<file path="src/rtl/voice_activity_detector_if.sv">
// Sample/noise/threshold stream into the voice activity detector and its frame/word results.
// master drives the stream (source side), slave is the detector.
interface voice_activity_detector_if #(
  parameter int ENERGY_W = 14
);
  logic [7:0]          sample_in;
  logic                sample_valid;
  logic [7:0]          noise;
  logic                noise_en;
  logic [ENERGY_W-1:0] threshold;
  logic [ENERGY_W-1:0] energy_out;
  logic                energy_valid;
  logic                voice_active;
  logic [3:0]          word_count;
  logic                word_pulse;

  modport master (
    output sample_in, sample_valid, noise, noise_en, threshold,
    input  energy_out, energy_valid, voice_active, word_count, word_pulse
  );

  modport slave (
    input  sample_in, sample_valid, noise, noise_en, threshold,
    output energy_out, energy_valid, voice_active, word_count, word_pulse
  );
endinterface

</file>
<file path="src/rtl/voice_activity_detector.sv">
// Noise-mixing frame-energy meter with a hysteresis FSM that flags speech and counts words (BCD).
// Pipeline: saturating mix -> |x| accumulate per frame -> FSM one cycle after each frame result.
module voice_activity_detector #(
  parameter int FRAME_LOG2  = 6,
  parameter int ENERGY_W    = 14,
  parameter int NOISE_SHIFT = 2,
  parameter int ON_FRAMES   = 2,
  parameter int OFF_FRAMES  = 4
) (
  input logic                        clk,
  input logic                        reset,
  voice_activity_detector_if.slave   bus
);

  typedef enum logic [1:0] {
    ST_SILENT   = 2'd0,
    ST_ONSET    = 2'd1,
    ST_VOICE    = 2'd2,
    ST_HANGOVER = 2'd3
  } state_e;

  localparam logic [FRAME_LOG2-1:0] CNT_LAST = '1;
  localparam logic [7:0]            ON_LIM   = 8'(ON_FRAMES);
  localparam logic [7:0]            OFF_LIM  = 8'(OFF_FRAMES);

  logic signed [7:0]   noise_sh_s;
  logic signed [7:0]   noise_term_s;
  logic        [8:0]   sum_s;
  logic        [7:0]   sat_s;
  logic        [7:0]   mag_s;
  logic [ENERGY_W-1:0] acc_sum_s;
  logic                loud_s;

  logic        [7:0]   mixed_q;
  logic                s1_v_q;
  logic [ENERGY_W-1:0] acc_q;
  logic [FRAME_LOG2-1:0] cnt_q;
  logic [ENERGY_W-1:0] energy_out_q;
  logic                energy_valid_q;

  state_e     state_q, state_d;
  logic [7:0] on_cnt_q, on_cnt_d;
  logic [7:0] off_cnt_q, off_cnt_d;
  logic [3:0] word_count_q, word_count_d;
  logic       word_pulse_q, word_pulse_d;
  logic       voice_active_q, voice_active_d;

  assign noise_sh_s = $signed(bus.noise) >>> NOISE_SHIFT;

  // 9-bit sum of two sign-extended bytes; bits 8 and 7 disagree exactly on overflow
  always_comb begin
    noise_term_s = bus.noise_en ? noise_sh_s : 8'sd0;
    sum_s        = {bus.sample_in[7], bus.sample_in} + {noise_term_s[7], noise_term_s};
    if (sum_s[8] != sum_s[7]) begin
      sat_s = sum_s[8] ? 8'h80 : 8'h7F;
    end else begin
      sat_s = sum_s[7:0];
    end
  end

  // Stage 1 register: mixed sample and its valid
  always_ff @(posedge clk) begin
    if (reset) begin
      mixed_q <= 8'd0;
      s1_v_q  <= 1'b0;
    end else begin
      s1_v_q <= bus.sample_valid;
      if (bus.sample_valid) begin
        mixed_q <= sat_s;
      end
    end
  end

  // -128 negates to 0x80, which read unsigned is the required 128
  assign mag_s     = mixed_q[7] ? (~mixed_q + 8'd1) : mixed_q;
  assign acc_sum_s = acc_q + ENERGY_W'(mag_s);

  // Stage 2 register: frame accumulator and frame-energy result
  always_ff @(posedge clk) begin
    if (reset) begin
      acc_q          <= '0;
      cnt_q          <= '0;
      energy_out_q   <= '0;
      energy_valid_q <= 1'b0;
    end else begin
      energy_valid_q <= 1'b0;
      if (s1_v_q) begin
        if (cnt_q == CNT_LAST) begin
          energy_out_q   <= acc_sum_s;
          energy_valid_q <= 1'b1;
          acc_q          <= '0;
          cnt_q          <= '0;
        end else begin
          acc_q <= acc_sum_s;
          cnt_q <= cnt_q + 1'b1;
        end
      end
    end
  end

  assign loud_s = (energy_out_q >= bus.threshold);

  // Hysteresis next-state: only advances on a freshly completed frame
  always_comb begin
    state_d      = state_q;
    on_cnt_d     = on_cnt_q;
    off_cnt_d    = off_cnt_q;
    word_count_d = word_count_q;
    word_pulse_d = 1'b0;
    if (energy_valid_q) begin
      case (state_q)
        ST_SILENT: begin
          if (loud_s) begin
            state_d  = ST_ONSET;
            on_cnt_d = 8'd1;
          end else begin
            state_d  = ST_SILENT;
          end
        end
        ST_ONSET: begin
          if (!loud_s) begin
            state_d  = ST_SILENT;
            on_cnt_d = 8'd0;
          end else if (on_cnt_q + 8'd1 == ON_LIM) begin
            state_d      = ST_VOICE;
            on_cnt_d     = 8'd0;
            word_pulse_d = 1'b1;
            word_count_d = (word_count_q == 4'd9) ? 4'd0 : word_count_q + 4'd1;
          end else begin
            on_cnt_d = on_cnt_q + 8'd1;
          end
        end
        ST_VOICE: begin
          if (loud_s) begin
            state_d   = ST_VOICE;
          end else if (OFF_LIM == 8'd1) begin
            state_d   = ST_SILENT;
            off_cnt_d = 8'd0;
          end else begin
            state_d   = ST_HANGOVER;
            off_cnt_d = 8'd1;
          end
        end
        ST_HANGOVER: begin
          if (loud_s) begin
            state_d   = ST_VOICE;
            off_cnt_d = 8'd0;
          end else if (off_cnt_q + 8'd1 == OFF_LIM) begin
            state_d   = ST_SILENT;
            off_cnt_d = 8'd0;
          end else begin
            off_cnt_d = off_cnt_q + 8'd1;
          end
        end
        default: begin
          state_d   = ST_SILENT;
          on_cnt_d  = 8'd0;
          off_cnt_d = 8'd0;
        end
      endcase
    end else begin
      state_d = state_q;
    end
    voice_active_d = (state_d == ST_VOICE) || (state_d == ST_HANGOVER);
  end

  // FSM state, counters and registered outputs
  always_ff @(posedge clk) begin
    if (reset) begin
      state_q        <= ST_SILENT;
      on_cnt_q       <= 8'd0;
      off_cnt_q      <= 8'd0;
      word_count_q   <= 4'd0;
      word_pulse_q   <= 1'b0;
      voice_active_q <= 1'b0;
    end else begin
      state_q        <= state_d;
      on_cnt_q       <= on_cnt_d;
      off_cnt_q      <= off_cnt_d;
      word_count_q   <= word_count_d;
      word_pulse_q   <= word_pulse_d;
      voice_active_q <= voice_active_d;
    end
  end

  assign bus.energy_out   = energy_out_q;
  assign bus.energy_valid = energy_valid_q;
  assign bus.voice_active = voice_active_q;
  assign bus.word_count   = word_count_q;
  assign bus.word_pulse   = word_pulse_q;

endmodule

</file>
<file path="src/flat_wrapper.sv">
// flat-port wrapper written by rule: the top's interface ports become plain ports
module voice_activity_detector_flat 
#(
  parameter int FRAME_LOG2  = 6,
  parameter int ENERGY_W    = 14,
  parameter int NOISE_SHIFT = 2,
  parameter int ON_FRAMES   = 2,
  parameter int OFF_FRAMES  = 4
)
  (clk, reset, bus_sample_in, bus_sample_valid, bus_noise, bus_noise_en, bus_threshold, bus_energy_out, bus_energy_valid, bus_voice_active, bus_word_count, bus_word_pulse);
  voice_activity_detector_if #(.ENERGY_W(ENERGY_W)) bus_i ();
  input logic clk;
  input logic reset;
  input wire logic [$bits(bus_i.sample_in)-1:0] bus_sample_in;
  input wire logic [$bits(bus_i.sample_valid)-1:0] bus_sample_valid;
  input wire logic [$bits(bus_i.noise)-1:0] bus_noise;
  input wire logic [$bits(bus_i.noise_en)-1:0] bus_noise_en;
  input wire logic [$bits(bus_i.threshold)-1:0] bus_threshold;
  output wire logic [$bits(bus_i.energy_out)-1:0] bus_energy_out;
  output wire logic [$bits(bus_i.energy_valid)-1:0] bus_energy_valid;
  output wire logic [$bits(bus_i.voice_active)-1:0] bus_voice_active;
  output wire logic [$bits(bus_i.word_count)-1:0] bus_word_count;
  output wire logic [$bits(bus_i.word_pulse)-1:0] bus_word_pulse;
  assign bus_i.sample_in = bus_sample_in;
  assign bus_i.sample_valid = bus_sample_valid;
  assign bus_i.noise = bus_noise;
  assign bus_i.noise_en = bus_noise_en;
  assign bus_i.threshold = bus_threshold;
  assign bus_energy_out = bus_i.energy_out;
  assign bus_energy_valid = bus_i.energy_valid;
  assign bus_voice_active = bus_i.voice_active;
  assign bus_word_count = bus_i.word_count;
  assign bus_word_pulse = bus_i.word_pulse;
  voice_activity_detector #(.FRAME_LOG2(FRAME_LOG2), .ENERGY_W(ENERGY_W), .NOISE_SHIFT(NOISE_SHIFT), .ON_FRAMES(ON_FRAMES), .OFF_FRAMES(OFF_FRAMES)) u_core (.clk(clk), .reset(reset), .bus(bus_i));
endmodule
</file>
<file path="config.mk">
export PLATFORM = sky130hd
export DESIGN_NAME = voice_activity_detector_flat
export DESIGN_NICKNAME = d
export VERILOG_FILES = /design/src/rtl/voice_activity_detector_if.sv /design/src/rtl/voice_activity_detector.sv /design/src/flat_wrapper.sv
export SDC_FILE = /design/constraint.sdc
export NUM_CORES = 1
export LEC_CHECK = 0
export CORE_ASPECT_RATIO = 1.25
export CORE_UTILIZATION = 60
export CTS_CLUSTER_SIZE = 28
export DETAILED_ROUTE_END_ITERATION = 12
export GPL_TIMING_DRIVEN = 0
export PLACE_DENSITY = 0.85
export SLEW_MARGIN = 20
export SYNTH_ARGS = -nofsm -noshare
export SYNTH_HDL_FRONTEND = slang
export SYNTH_SLANG_ARGS = --single-unit
</file>
<file path="constraint.sdc">
create_clock -name clk -period 4 [get_ports clk]
set_input_delay 0.8 -clock clk [delete_from_list [all_inputs] [get_ports clk]]
set_output_delay 0.8 -clock clk [all_outputs]
set_load 0.02 [all_outputs]
</file>
== Yosys cells after proc, flatten, opt, wreduce, memory -nomap -nowiden ==
Index checks and enable logic that the tools add are counted.
W data, S select, Z words.

* Output and inout port bits: 21
* Bits of input ports: 34
* Register bits: 68
* Word-level logic and storage cells: 72

* Multiplexer cells: 25
* Reductions and logical operators: 10
* Bitwise gates (word level): 5
* $lt $le $gt $ge: 1
* Equal/unequal tests: 12
* Add/sub/neg operators: 7

{| class="wikitable"
|+ Operator list
! cell !! number
|-
| $mux W8 || 10
|-
| $pmux W8 S2 || 2
|-
| $add A8 B1 Y8 const B || 3
|-
| $add A14 B8 Y14 || 1
|-
| $ge A14 B14 Y1 || 1
|-
| $mux W14 || 1
|-
| $mux W2 || 5
|-
| $add A8 B8 Y9 || 1
|-
| $eq A2 B2 Y1 const B || 4
|-
| $eq A8 B2 Y1 const B || 1
|-
| $eq A8 B3 Y1 const B || 1
|-
| $not A8 Y8 || 1
|-
| $pmux W2 S4 || 1
|-
| $add A6 B1 Y6 const B || 1
|-
| $eq A6 B6 Y1 const B || 1
|-
| $mux W6 || 1
|-
| $reduce_and A3 Y1 || 2
|-
| $add A4 B1 Y4 const B || 1
|-
| $eq A4 B4 Y1 const B || 1
|-
| $mux W1 || 4
|-
| $mux W4 || 1
|-
| $not A1 Y1 || 4
|-
| $reduce_and A4 Y1 || 1
|-
| $reduce_bool A2 Y1 || 2
|-
| other kinds (9) || 9
|}

== Depth between registers and ports, before layout ==
Gate-level depths: netlist of the first run.

* Word-level depth: 8
* Mapped depth: 12
* Mapped depth without buffers: 12

== Worst setup path after synthesis of the first run ==
No wires, ideal clock.

* Kind: input-to-reg
* From: input port bus_noise[2]
* To: register u_core.mixed_q[0]
* Arrival time: 2.660 ns
* Stages: 11
* Data required time: 3.909 ns
* Setup slack: 1.249 ns
* Buffers on the path: 1
* Library setup time: 0.091 ns
* Cell sequence: and2_1 -> ha_1 -> inv_1 -> fa_1 -> nand2b_1 -> a21oi_1 -> nor3_1 -> nor2_1 -> buf_2 -> o211ai_1 -> a311oi_1

* Longest elaborated chain between the ends: 4
* Elaborated cells on any way between the ends: 5
* Classes of those cells: 1 x add/sub; 1 x eq/ne; 3 x mux

{| class="wikitable"
|+ Ends and longest elaborated chain
! what !! line !! text
|-
| from (decl) || flat_wrapper.sv:16 || <nowiki>input wire logic [$bits(bus_i.noise)-1:0] bus_noise;</nowiki>
|-
| $mux W8 (*) || voice_activity_detector.sv:52 || <nowiki>noise_term_s = bus.noise_en ? noise_sh_s : 8'sd0;</nowiki>
|-
| $add A8 B8 Y9 (*) || voice_activity_detector.sv:53 || <nowiki>sum_s = {bus.sample_in[7], bus.sample_in} + {noise_term_s[7], noise_term_s};</nowiki>
|-
| $mux W8 or $ne A1 B1 Y1 (tied branches) || voice_activity_detector.sv:55, voice_activity_detector.sv:54 ||
|-
| $mux W8 (*) || voice_activity_detector.sv:54 || <nowiki>if (sum_s[8] != sum_s[7]) begin</nowiki>
|-
| to (signal assigned) || voice_activity_detector.sv:69 || <nowiki>mixed_q <= sat_s;</nowiki>
|-
| to (decl) || voice_activity_detector.sv:34 || <nowiki>logic [7:0] mixed_q;</nowiki>
|}

Every way passes the cells marked *; elsewhere a longest branch is shown, timed or not.
A chain may end at the register's enable or synchronous reset.

== Worst setup path in the final report of the first run ==
* From: input port bus_noise_en
* To: register u_core.mixed_q[0]

* Longest elaborated chain between the ends: 4
* Elaborated cells on any way between the ends: 5
* Classes of those cells: 1 x add/sub; 1 x eq/ne; 3 x mux

{| class="wikitable"
|+ Ends and longest elaborated chain
! what !! line !! text
|-
| from (decl) || flat_wrapper.sv:17 || <nowiki>input wire logic [$bits(bus_i.noise_en)-1:0] bus_noise_en;</nowiki>
|-
| $mux W8 (*) || voice_activity_detector.sv:52 ||
|-
| $add A8 B8 Y9 (*) || voice_activity_detector.sv:53 ||
|-
| $mux W8 or $ne A1 B1 Y1 (tied branches) || voice_activity_detector.sv:55, voice_activity_detector.sv:54 ||
|-
| $mux W8 (*) || voice_activity_detector.sv:54 ||
|}

Marks and branches as above.

==> flow_summary_export.csv, run 1 <==
group,metric,value,unit
outcome,outcome,"complete, no violations",
clocking,cts_hold_buf,0,
die,initial_utilization,61.7,%
pwr,share_comb_of_total_power,18.9,%
yosys,synth.ff_latch_count,68,
yosys,post_synth_num_cell_types,74,
yosys,syn_nets,634,
route,viasPerCell,6.14,
pwr,power-per-cell-area,298,mW/mm^2
die,rows,35,
sta,setup_viol,0,
critical_path,crit_type,"primary input to flop",
yosys,synth_cells,563,
route,drtIter0Drc,246,
route,antenna_left,0,
flow_run,drv_cap,0,
yosys,yosys-top-cells-area,"dfxtp_1 30%, ha_1 9.6%, nand2_1 4.0%",
clocking,htreeDepth,3,
global_routing,grt_usage,30.2,%
pwr,sequentialPowerShare,44.4,%
yosys,yosys_warnings,0,
clocking,cts_root_buf,"clkbuf_8",
sta,relSlewSlack,39.0,%
route,first_pass_iters,4,
yosys,ys_top_cells_by_count,"68 x dfxtp_1, 48 x nand2_1, 46 x inv_1",
placement,portBuffers,51,
route,routedWlPerCell,15.8,um
die,die_h,99.2,um
clocking,cts_buffer_depth,2,
global_routing,grt_overflow,0,
pwr,power.total,1600,uW
global_routing,grt_pass1_wl,19000,um
yosys,synth_edf_count,0,
sta,hold_ws,0.483,ns
sta,fin_crit_sh,84.5,%
critical_path,critical_path.endpoint_type,"flop",
clocking,cts_resized,0,
sta,finalSetupTns,0,ns
pwr,switching_share,28.2,%
sta,clock_skew,0.00900,ns
sta,tightest_slew,0.906,ns
die,die_width,79.8,um
clocking,cts_tree,"done",
pwr,leakagePower,0.00221,uW
clocking,post_cts_buffers,0,
yosys,synth_most_common_cell,"dfxtp_1",
yosys,avgSynthCellArea,8.06,um^2
worst_hold_path,min_path_type,"flop to flop",
sta,drv_slew,0,
route,drt_drc_violations_left,0,
pwr,p_sw,452,uW
critical_path,startpoint_type,"primary input",
sta,period_needed,3.38,ns
clocking,clk_pin_slew_worst_paths,0.07,ns
critical_path,cp_max_fo,10,
yosys,postSynth.asyncResetShare,0,%
global_routing,grt_pass1_vias,4247,
die,fp.coreArea,0.00736,mm^2
yosys,yosysSeqAreaShare,30.0,%
clocking,clock_latency,0.35,ns
critical_path,worstPathArrival,3.63,ns
layout,drive_gt1_share,7.62,%
die,ios,55,
layout,antenna_cells,0,
pwr,vdd_drop_max,0.298,mV
route,wl,11400,um
placement,hpwlAfterDp,8630,um
yosys,syn_area,0.00454,mm^2
sta,hold_viol,0,
sta,rsz0062_at_grt,"no",
clocking,cts_made_buffers,9,
yosys,yosys.area.top_type,"dfxtp_1",
yosys,synth_ff_type,"dfxtp_1",
global_routing,grt_start_max_net_pins,12,
global_routing,grt_antenna_before_repair,0,
sta,max_freq,296,MHz
critical_path,cp.required,4.25,ns
route,route.vias.total,4434,
pwr,p_clk_share,36.6,%
die,fp.dieArea,0.00792,mm^2
pwr,p_int,1150,uW
placement,gp_congestion,0.883,
yosys,synth_top_area_share,30.0,%
layout,syn_to_final_growth,18.2,%
layout,fin_nets,696,
clocking,clock_sinks,68,
==> kinds of logic (layout without fill, tap and decap cells) <==
| family | count (synthesis) | count (layout) | share of synthesized area, % |
|---|---|---|---|
| AO/OA/AOI/OAI | 153 | 153 | 23.6 |
| XOR/XNOR | 23 | 23 | 4.44 |
| adder cells (fa/ha/maj) | 37 | 37 | 10.5 |
| buffers and inverters | 68 | 135 | 6.06 |
| flip-flops | 68 | 68 | 30.0 |
| multiplexers | 1 | 1 | 0.221 |
| AND/OR/NAND/NOR | 213 | 213 | 25.1 |
==> power by group through the flow <==
stage / Clock, uW / Sequential, uW / Combinational (uW)
after floorplan: 0 / 721 / 213
after global placement: 0 / 725 / 285
after detailed placement: 0 / 725 / 296
after CTS: 590 / 710 / 299
after global routing: 626 / 713 / 336
final: 586 / 711 / 303
==> final timing paths <==
check	start	endpoint	slack, ns	cells past startpoint
max	bus_noise_en	u_core.mixed_q[0]	0.62	12
min	u_core.acc_q[6]	u_core.acc_q[6]	0.48	1
max reg2reg	u_core.mixed_q[0]	u_core.acc_q[7]	1.06	11
min reg2reg	u_core.acc_q[6]	u_core.acc_q[6]	0.48	1
==> metrics by stage <==
step	utilization, %	worst slack [ns]	instance area (um^2)	std cells
2_1_floorplan	-	1.25	4540	563
3_3_place_gp	70.2	0.391	5160	706
3_5_place_dp	70.2	0.267	5160	706
4_1_cts	73.0	0.628	5370	722
5_1_grt	73.0	0.379	5370	722
6_report	73.0	0.621	5370	722
==> worst max-delay path, stage by stage <==
cell and delay, ns:
clkdlybuf4s50_1 0.54, and2_1 0.16, ha_1 0.16, inv_1 0.06, fa_1 0.40, nand2b_1 0.18
a21oi_1 0.24, nor3_1 0.13, nor2_1 0.29, buf_2 0.28, o211ai_1 0.10, a311oi_1 0.30
==> sequential cells by signal, summed over array words and instances (netlist names) <==
signal / count
u_core.bus.energy_valid: 1
u_core.bus.word_count: 4
u_core.mixed_q: 8
u_core.on_cnt_q: 8
u_core.off_cnt_q: 8
u_core.s1_v_q: 1
u_core.state_q: 2
u_core.acc_q: 14
u_core.bus.energy_out: 14
u_core.cnt_q: 6
u_core.bus.word_pulse: 1
u_core.bus.voice_active: 1
==> layout by cell type (no fill, tap or decap), types with 6 or more instances in the layout <==
| master | count |
|---|---|
| dfxtp_1 | 68 |
| clkdlybuf4s50_1 | 51 |
| nand2_1 | 48 |
| inv_1 | 46 |
| nor2_1 | 43 |
| ha_1 | 35 |
| a21oi_1 | 34 |
| o21ai_0 | 30 |
| nor3_1 | 19 |
| xnor2_1 | 18 |
| nand3_1 | 14 |
| clkbuf_1 | 11 |
| and3_1 | 11 |
| or3_1 | 11 |
| clkbuf_8 | 11 |
| or4_1 | 9 |
| o211ai_1 | 9 |
| and2_1 | 8 |
| a311oi_1 | 8 |
| nand4_1 | 8 |
| a21o_1 | 8 |
| nor2b_1 | 7 |
| nand2b_1 | 6 |
| buf_2 | 6 |
| a211oi_1 | 6 |
| a211o_1 | 6 |
==> layout make-up <==
type                       count  area, um^2
multi-input combinational    427        2900
fill                         600        1990
sequential                    68        1360
timing repair buffer          51         510
inverter                      46         173
clock buffer                  12         155
tap                           92         115
buffer                        22         103
clock inverter                 4        47.5
==> layer usage <==
layer  track usage, %  vias to the layer above  part of all wire (%)
met3             4.50                       29                   4.6
met1             34.0                     2112                    41
li1                 -                     2176                     -
met5                0                        -                     0
met2             55.6                      117                    52
met4             12.8                        0                   2.5
Note: power is estimated with default switching activity, not from simulation.
==> inputs of run 2 (changes only) <==
Settings changed: CORE_UTILIZATION 60 to 57, PLACE_DENSITY 0.85 to 0.81.
Clock period 4 ns to 3.2 ns, I/O delays scaled along.
==> run 2 against run 1 <==
  * Register-to-register slack got worse by 0.75 ns
  * Clock skew grew 0.0039 ns
  * Count of clock-buffer cells in the layout decreased by 3
  * Largest cell class unchanged
  * Non-clock buffer count unchanged
  * Die area grew 5.2%
  * Sequential power grew 25%
  * Sequential share of layout area shrank 0.21 points
  * Critical path depth stayed put
==> flow_summary_export.csv, run 2 (synthesized netlist as in run 1, its figures left out) <==
group,metric,value,unit
outcome,outcome,"complete, no violations",
critical_path,worstPathArrival,3.29,ns
critical_path,cp_max_fo,10,
clocking,cts_tree,"done",
global_routing,grt_antenna_before_repair,0,
critical_path,r2r-end,"u_core.acc_q[7]",
placement,gp_congestion,0.909,
pwr,vdd_drop_max,0.304,mV
global_routing,grt_usage,29.6,%
sta,finalSetupTns,0,ns
critical_path,rr_startpoint,"u_core.mixed_q[1]",
worst_hold_path,whs_endpoint,"u_core.bus.energy_out[0]",
worst_hold_path,hold_start,"u_core.bus.energy_out[0]",
placement,dpl_cell_area,0.00517,mm^2
sta,relSlewSlack,39.7,%
die,rows,36,
critical_path,crit_type,"primary input to flop",
route,drt_drc_violations_left,0,
sta,clock_skew,0.0129,ns
pwr,p_sw,592,uW
route,routedWlPerCell,15.8,um
sta,period_needed,3.01,ns
layout,syn_to_final_growth,19.2,%
sta,setup_viol,0,
global_routing,grt.busiest_layer,"met2",
sta,hold_ws,0.475,ns
critical_path,critical_path.endpoint_type,"flop",
critical_path,cp.required,3.48,ns
sta,fin_crit_sh,94.1,%
pwr,switching_share,27.6,%
sta,hold_viol,0,
layout,multiInputGateArea,0.00291,mm^2
placement,hpwlAfterDp,8760,um
layout,drive_gt1_share,7.94,%
global_routing,met1_usage,32.0,%
layout,layout_common_cells,"68 x dfxtp_1, 51 x clkdlybuf4s50_1, 48 x nand2_1",
route,first_pass_iters,4,
layout,fin_area,0.00541,mm^2
sta,drv_slew,0,
clocking,htreeDepth,3,
clocking,clock_latency,0.37,ns
global_routing,grt_pass1_wl,18900,um
die,fp.coreArea,0.00775,mm^2
pwr,leakagePower,0.00222,uW
global_routing,grtUsageMet3,6.85,%
clocking,cts_made_buffers,9,
die,die_width,81.8,um
flow_run,drv_cap,0,
global_routing,grt_start_max_net_pins,13,
layout,antenna_cells,0,
critical_path,r2r_slack,0.31,ns
clocking,clock_sinks,68,
global_routing,grt_overflow,0,
route,route.vias.total,4396,
sta,tightest_slew,0.896,ns
layout,final_util,69.9,%
critical_path,startpoint_type,"primary input",
layout,final_common_cell,"dfxtp_1",
global_routing,grt_pass1_vias,4253,
worst_hold_path,hold_depth,2,
placement,portBuffers,51,
die,die_h,102,um
route,antenna_left,0,
pwr,share_comb_of_total_power,17.9,%
clocking,clk_pin_slew_worst_paths,0.08,ns
layout,fill_cells,631,
worst_hold_path,min_path_type,"flop to flop",
critical_path,crit_start,"bus_noise_en",
critical_path,worstRegToRegCells,11,
die,fp.dieArea,0.00833,mm^2
die,ios,55,
pwr,power-per-cell-area,396,mW/mm^2
pwr,sequentialPowerShare,41.5,%
pwr,p_clk_share,40.6,%
route,wl,11500,um
global_routing,gr-usage-met2,53.7,%
clocking,cts_root_buf,"clkbuf_8",
clocking,cts_buffer_depth,2,
clocking,cts_hold_buf,0,
layout,seqCellArea,0.00136,mm^2
layout,fin_nets,696,
die,initial_utilization,58.6,%
route,drtIter0Drc,180,
route,viasPerCell,6.06,
pwr,p_int,1550,uW
sta,max_freq,332,MHz
[run 2: changes by cell type in the layout (fill, tap and decap cells not counted)]
cell,before,now
clkbuf_4,0,1
clkbuf_1,11,10
buf_2,6,5
clkinvlp_4,1,2
nor2_2,2,3
nor2_1,43,42
bufinv_16,1,3
clkbuf_8,11,9
[run 2: worst max-delay path: stages]
cell	delay [ns]
clkdlybuf4s50_1	0.54
and2_1	0.15
ha_1	0.15
inv_1	0.05
fa_1	0.39
nand2b_1	0.18
a21oi_1	0.20
nor3_1	0.13
nor2_2	0.21
clkbuf_4	0.25
o211ai_1	0.10
a311oi_1	0.29
[run 2: power groups by stage]
stage          sequential [uW]  clock [uW]  combinational [uW]
2_1_floorplan              902           0                 266
3_3_place_gp               906           0                 360
3_5_place_dp               907           0                 374
4_1_cts                    888         870                 377
5_1_grt                    891         909                 428
6_report                   888         870                 384
[run 2: layout make-up]
class                      instances  share of cell area, %
multi-input combinational        427                   53.7
sequential                        68                   25.2
timing repair buffer              51                   9.43
inverter                          46                   3.19
clock buffer                       9                   2.29
tap                               95                   2.20
clock inverter                     7                   2.13
buffer                            22                   1.94
[run 2: worst max path at each step]
| stage | end | slack (ns) |
|---|---|---|
| after global routing | u_core.mixed_q[0] | -0.005 |
| after floorplan | u_core.mixed_q[0] | 0.61 |
| after detailed placement | u_core.mixed_q[0] | -0.31 |
| after CTS | u_core.mixed_q[0] | 0.07 |
| final | u_core.mixed_q[0] | 0.19 |
| after global placement | u_core.mixed_q[6] | -0.23 |
[run 2: what timing repair did]
item / in CTS / in global routing
gates resized for setup: 0 / 2
setup buffers: 0 / 0
setup endpoints to repair: 0 / 7
hold endpoints to repair: 0 / 0
[run 2: per-stage QoR]
stage / instances / power [uW] / setup slack, ns
finish: 725 / 2140 / 0.190
global route: 725 / 2230 / -0.00486
CTS: 725 / 2130 / 0.0661
detailed placement: 709 / 1280 / -0.310
global placement: 709 / 1270 / -0.231
floorplan: 563 / 1170 / 0.610
[run 2: metal layers]
metal	wire [um]	share of wire [%]
met5	0	0
met4	307	2.7
met3	562	4.9
met2	5970	52
met1	4650	40
